`src/rtl/program_sequencer.sv`:
```
// Runs one test program: fetches instructions from ROM, issues them to the execute unit,
// follows jumps/halt under a step budget, then checks the out channel against expected values.
module program_sequencer #(
    parameter int unsigned AddrWidth          = 8,
    parameter int unsigned NCode              = 256,
    parameter int unsigned InstWidth          = 32,
    parameter int unsigned MemoryElementWidth = 12,
    parameter int unsigned OutAddrWidth       = 4,
    parameter int unsigned NOutCheck          = 3,
    parameter int unsigned StepWidth          = 16,
    parameter int unsigned MaxSteps           = 1000
) (
    input  logic                          clock,
    input  logic                          reset,
    input  logic                          run,
    output logic [AddrWidth-1:0]          codeAddr,
    input  logic [InstWidth-1:0]          codeData,
    output logic                          exValid,
    input  logic                          exReady,
    output logic [InstWidth-1:0]          exInst,
    output logic [AddrWidth-1:0]          exIp,
    input  logic                          exDone,
    input  logic [AddrWidth-1:0]          exNextIp,
    input  logic                          exHalt,
    output logic [OutAddrWidth-1:0]       chkAddr,
    input  logic [MemoryElementWidth-1:0] outData,
    input  logic [MemoryElementWidth-1:0] expData,
    output logic                          running,
    output logic                          finished,
    output logic                          success,
    output logic                          timedOut,
    output logic [StepWidth-1:0]          steps
);

    typedef enum logic [2:0] {
        StIdle, StFetch, StLoad, StIssue, StExec, StChkAddr, StChkCmp, StDone
    } state_e;

    localparam logic [OutAddrWidth-1:0] ChkLast =
        OutAddrWidth'((NOutCheck == 0) ? 0 : NOutCheck - 1);
    localparam logic [StepWidth-1:0] StepMax = '1;

    state_e                  state_q, state_d;
    logic [AddrWidth-1:0]    ip_q, ip_d;
    logic [StepWidth-1:0]    steps_q, steps_d;
    logic [OutAddrWidth-1:0] chk_addr_q, chk_addr_d;
    logic [InstWidth-1:0]    inst_q, inst_d;
    logic [AddrWidth-1:0]    inst_ip_q, inst_ip_d;
    logic                    timed_out_q, timed_out_d;
    logic                    fail_q, fail_d;
    logic                    past_end;
    logic                    budget_hit;

    assign past_end   = (32'(exNextIp) >= NCode);
    assign budget_hit = ((32'(steps_q) + 32'd1) == MaxSteps);

    always_ff @(posedge clock) begin
        if (reset) begin
            state_q     <= StIdle;
            ip_q        <= '0;
            steps_q     <= '0;
            chk_addr_q  <= '0;
            inst_q      <= '0;
            inst_ip_q   <= '0;
            timed_out_q <= 1'b0;
            fail_q      <= 1'b0;
        end else begin
            state_q     <= state_d;
            ip_q        <= ip_d;
            steps_q     <= steps_d;
            chk_addr_q  <= chk_addr_d;
            inst_q      <= inst_d;
            inst_ip_q   <= inst_ip_d;
            timed_out_q <= timed_out_d;
            fail_q      <= fail_d;
        end
    end

    always_comb begin
        state_d     = state_q;
        ip_d        = ip_q;
        steps_d     = steps_q;
        chk_addr_d  = chk_addr_q;
        inst_d      = inst_q;
        inst_ip_d   = inst_ip_q;
        timed_out_d = timed_out_q;
        fail_d      = fail_q;
        unique case (state_q)
            StIdle, StDone: begin
                if (run) begin
                    state_d     = StFetch;
                    ip_d        = '0;
                    steps_d     = '0;
                    chk_addr_d  = '0;
                    timed_out_d = 1'b0;
                    fail_d      = 1'b0;
                end
            end
            StFetch: state_d = StLoad;
            StLoad: begin
                inst_d    = codeData;
                inst_ip_d = ip_q;
                state_d   = StIssue;
            end
            StIssue: if (exReady) state_d = StExec;
            StExec: begin
                if (exDone) begin
                    steps_d = (steps_q == StepMax) ? steps_q : steps_q + 1'b1;
                    // Halt/end-of-program wins over the budget on the final step.
                    if (exHalt || past_end) begin
                        state_d = (NOutCheck == 0) ? StDone : StChkAddr;
                    end else if (budget_hit) begin
                        timed_out_d = 1'b1;
                        state_d     = StDone;
                    end else begin
                        ip_d    = exNextIp;
                        state_d = StFetch;
                    end
                end
            end
            StChkAddr: state_d = StChkCmp;
            StChkCmp: begin
                if (outData != expData) fail_d = 1'b1;
                if (chk_addr_q == ChkLast) begin
                    state_d = StDone;
                end else begin
                    chk_addr_d = chk_addr_q + 1'b1;
                    state_d    = StChkAddr;
                end
            end
            default: state_d = StIdle;
        endcase
    end

    always_comb begin
        exValid  = (state_q == StIssue);
        running  = (state_q != StIdle) && (state_q != StDone);
        finished = (state_q == StDone);
        success  = (state_q == StDone) && !fail_q && !timed_out_q;
        timedOut = timed_out_q;
        steps    = steps_q;
        codeAddr = ip_q;
        chkAddr  = chk_addr_q;
        exInst   = inst_q;
        exIp     = inst_ip_q;
    end

endmodule

```
`config.mk`:
```
export PLATFORM = sky130hd
export DESIGN_NAME = program_sequencer
export DESIGN_NICKNAME = d
export VERILOG_FILES = /design/src/rtl/program_sequencer.sv
export SDC_FILE = /design/constraint.sdc
export NUM_CORES = 1
export LEC_CHECK = 0
export CORE_AREA = 2 2 90 92
export CTS_BUF_LIST = sky130_fd_sc_hd__clkbuf_4 sky130_fd_sc_hd__clkbuf_8 sky130_fd_sc_hd__clkbuf_16
export DETAILED_ROUTE_END_ITERATION = 10
export DIE_AREA = 0 0 92 94
export PLACE_DENSITY = 0.92
export RECOVER_POWER = 100
export SLEW_MARGIN = 25
export SYNTH_ARGS = -nofsm -noshare
export SYNTH_HDL_FRONTEND = slang
export SYNTH_SLANG_ARGS = --single-unit
```
`constraint.sdc`:
```
create_clock -name clock -period 3.6 [get_ports clock]
set_input_delay 0.9 -clock clock [delete_from_list [all_inputs] [get_ports clock]]
set_output_delay 0.9 -clock clock [all_outputs]
set_load 0.05 [all_outputs]
```
==> flow_summary.json, run 1 <==
{
  "path_delay_family": "buffers and inverters",
  "dr_total_vias": 3809,
  "crit_chain": "or2_0, o21ai_0, inv_1, clkdlybuf4s50_1",
  "htreeDepth": 3,
  "synth_cell_types": 55,
  "grt_pass1_vias": 3565,
  "min_from": "exInst[31]",
  "finalCritPeriodShare_pct": 91.6,
  "drc": 0,
  "violations": "max-capacitance violations, max-slew violations",
  "layout-drive-gt1-share_pct": 6.68,
  "ir_worst_vdd_mv": 0.239,
  "synth-seq-area-share_pct": 41.3,
  "nets": 653,
  "critPathBufInv": 2,
  "cp-startpoint": "state_q[0]",
  "cts_tree": "done",
  "drv_cap": 1,
  "synth_edf_count": 0,
  "synth_flop_cell": "dfxtp_1",
  "start_kind": "flip-flop",
  "total_power_uw": 1840,
  "crit_slowest_cell": "clkdlybuf4s50_1",
  "register_area_mm2": 0.00146,
  "dp.cells": 670,
  "slew_violations": 41,
  "grt_pass1_wl_um": 16500,
  "die_w_um": 92,
  "syn-num-nets": 525,
  "ctsResizeCount": 0,
  "grt_use_total_pct": 23.6,
  "dpl-instance-area_mm2": 0.00500,
  "fin_worst_skew_ns": 0.0121,
  "arrival_ns": 2.40,
  "critPathRequiredTime_ns": 2.70,
  "synth_area_mm2": 0.00354,
  "min_period_ns": 3.30,
  "cts_setup_buffers": 0,
  "slew_headroom_pct": -15.7,
  "rsz0062_at_grt": "false",
  "io_pins": 143,
  "stdcell_count": 686,
  "antenna_found_initial": 0,
  "ys_ff_latch": 73,
  "rows": 32,
  "vias_per_cell": 5.55,
  "worstMarginPinSlew_ns": 1.73,
  "cts_buffers": 9,
  "path_class": "flip-flop to primary output",
  "wl_per_cell_um": 14.9,
  "critPathMaxFanout": 13,
  "reg2reg_from": "steps[1]",
  "clk_latency_ns": 0.33,
  "dp_hpwl_um": 7560,
  "finalSetupTns_ns": 0,
  "initial_core_util_pct": 46.5,
  "cts.sinks": 73,
  "mostFrequentLayoutCell": "nand2_1",
  "diodes": 0,
  "die_h_um": 94,
  "hold_violations": 0,
  "io_buffers": 142,
  "initialDrtViolationCount": 227,
  "clock.fmax_mhz": 303,
  "postRouteAntennaNets": 0,
  "critPathCaptureType": "primary output",
  "clock_path_buffers": 2,
  "wl_um": 10200,
  "p_leak_uw": 0.00201,
  "dieArea_mm2": 0.00865,
  "critical_path.max_stage_delay_ns": 0.83,
  "clk_pin_slew_ns": 0.07,
  "cts_root_buf": "clkbuf_8",
  "core_mm2": 0.00761,
  "most-common-layout-cells": "103 x nand2_1, 74 x dlygate4sd3_1, 73 x dfxtp_1, 67 x clkdlybuf4s50_1, 64 x a21oi_1",
  "postSynthAreaPerCell_um2": 7.84,
  "grt_max_degree": 43,
  "final_cell_area_mm2": 0.00518,
  "first_pass_iters": 5,
  "setup_violations": 0,
  "synthCells": 451,
  "nFillCells": 613,
  "multiInputGateArea_mm2": 0.00193,
  "ys_warn_count": 0,
  "min_path_type": "flip-flop to flip-flop",
  "power_density_mw_per_mm2": 356,
  "area_growth_pct": 46.4,
  "ctsHoldBuffers": 0,
  "overflow": 0,
  "async_flop_share_pct": 0,
  "outcome": "finished with violations",
  "fin_util_pct": 68.1,
  "gp_congestion": 0.835
}
area by class of cell:
class	count	share of cell area, %
Clock buffer	10	2.54
Clock inverter	6	1.30
Sequential cell	73	28.2
Timing Repair Buffer	145	27.7
Tap cell	102	2.46
Multi-Input combinational cell	344	37.3
Inverter	6	0.435
where the power goes:
group          leakage (uW)  total (uW)  switching, uW  internal (uW)
registers          0.000590         853           20.0            833
clock network     0.0000963         644            314            331
logic               0.00132         346            207            139
total               0.00201        1840            541           1300
synthesized netlist by cell type (all sizes together), types with 2 or more instances:
| cell type | count | share of area [%] |
|---|---|---|
| dfxtp | 73 | 41 |
| a21oi | 65 | 9.3 |
| o22ai | 3 | 0.53 |
| and3 | 5 | 0.96 |
| nand2 | 103 | 11 |
| nor2 | 32 | 3.4 |
| nor4b | 3 | 0.74 |
| mux2i | 2 | 0.57 |
| buf | 2 | 0.28 |
| nor3 | 7 | 0.99 |
| nand3 | 14 | 2.3 |
| clkbuf | 26 | 2.8 |
| nand4 | 6 | 1.7 |
| xor2 | 14 | 3.5 |
| a21o | 3 | 0.64 |
| or4 | 5 | 1.1 |
| and2 | 2 | 0.35 |
| a22o | 8 | 2.0 |
| inv | 6 | 0.64 |
| a21boi | 2 | 0.42 |
| o21ai | 19 | 3.0 |
| nand3b | 3 | 0.64 |
| or3 | 8 | 1.5 |
| mux2 | 2 | 0.64 |
| nand2b | 3 | 0.53 |
| a31oi | 5 | 0.88 |
| or3b | 4 | 0.99 |
| ha | 4 | 1.4 |
| nand4b | 2 | 0.50 |
| nor4 | 5 | 1.3 |
per-layer routing:
| layer | global-route usage (%) | share of wire, % | vias to the layer above |
|---|---|---|---|
| met2 | 40.6 | 51 | 171 |
| met3 | 5.62 | 7.4 | 32 |
| met1 | 27.9 | 39 | 1770 |
| met4 | 10.7 | 3.0 | 0 |
| li1 | - | - | 1836 |
| met5 | 0 | 0 | - |
through the flow:
step / hold slack [ns] / setup slack [ns]
floorplan: 0.442 / 0.899
global placement: 0.442 / 0.552
detailed placement: 0.446 / 0.453
CTS: 0.456 / 0.280
global route: 0.479 / 0.109
finish: 0.453 / 0.302
logic make-up after synthesis:
kind of cell,synth area share [%]
AOI/OAI and AO/OA,20.1
xor gates and xnor gates,3.71
adders and majority gates,1.41
buffers and inverters,3.71
DFF,41.3
muxes,1.20
and+or+nand+nor,28.6
worst reg2reg max path: stages (launching register included):
cell,delay (ns)
dfxtp_1,0.49
ha_1,0.46
nand3_4,0.13
nor4_1,0.71
nand4_2,0.25
a2111oi_4,0.57
a21oi_2,0.23
a22o_1,0.23
worst paths after layout:
kind / to / cells after the start / slack, ns
hold reg to reg: exInst[31] / 2 / 0.45
setup / recovery: running / 4 / 0.30
setup reg to reg: codeAddr[1] / 7 / 0.44
hold / removal: exInst[31] / 2 / 0.45
registers in the layout (all words and copies together) (netlist names):
| register | flops |
|---|---|
| codeAddr | 8 |
| state_q | 3 |
| exInst | 32 |
| chkAddr | 4 |
| steps | 16 |
| fail_q | 1 |
| exIp | 8 |
| timedOut | 1 |
No activity file was read; power rests on OpenSTA's default activity.
==> run 2, diff against run 1 <==
--- a/config.mk
+++ b/config.mk
@@ -9,6 +9,7 @@
 export CTS_BUF_LIST = sky130_fd_sc_hd__clkbuf_4 sky130_fd_sc_hd__clkbuf_8 sky130_fd_sc_hd__clkbuf_16
 export DETAILED_ROUTE_END_ITERATION = 10
 export DIE_AREA = 0 0 92 94
+export HOLD_SLACK_MARGIN = 0.1
 export PLACE_DENSITY = 0.92
 export RECOVER_POWER = 100
 export SLEW_MARGIN = 25
==> results of run 2 <==
Final layout, timing and power as in run 1 (identical DEF).
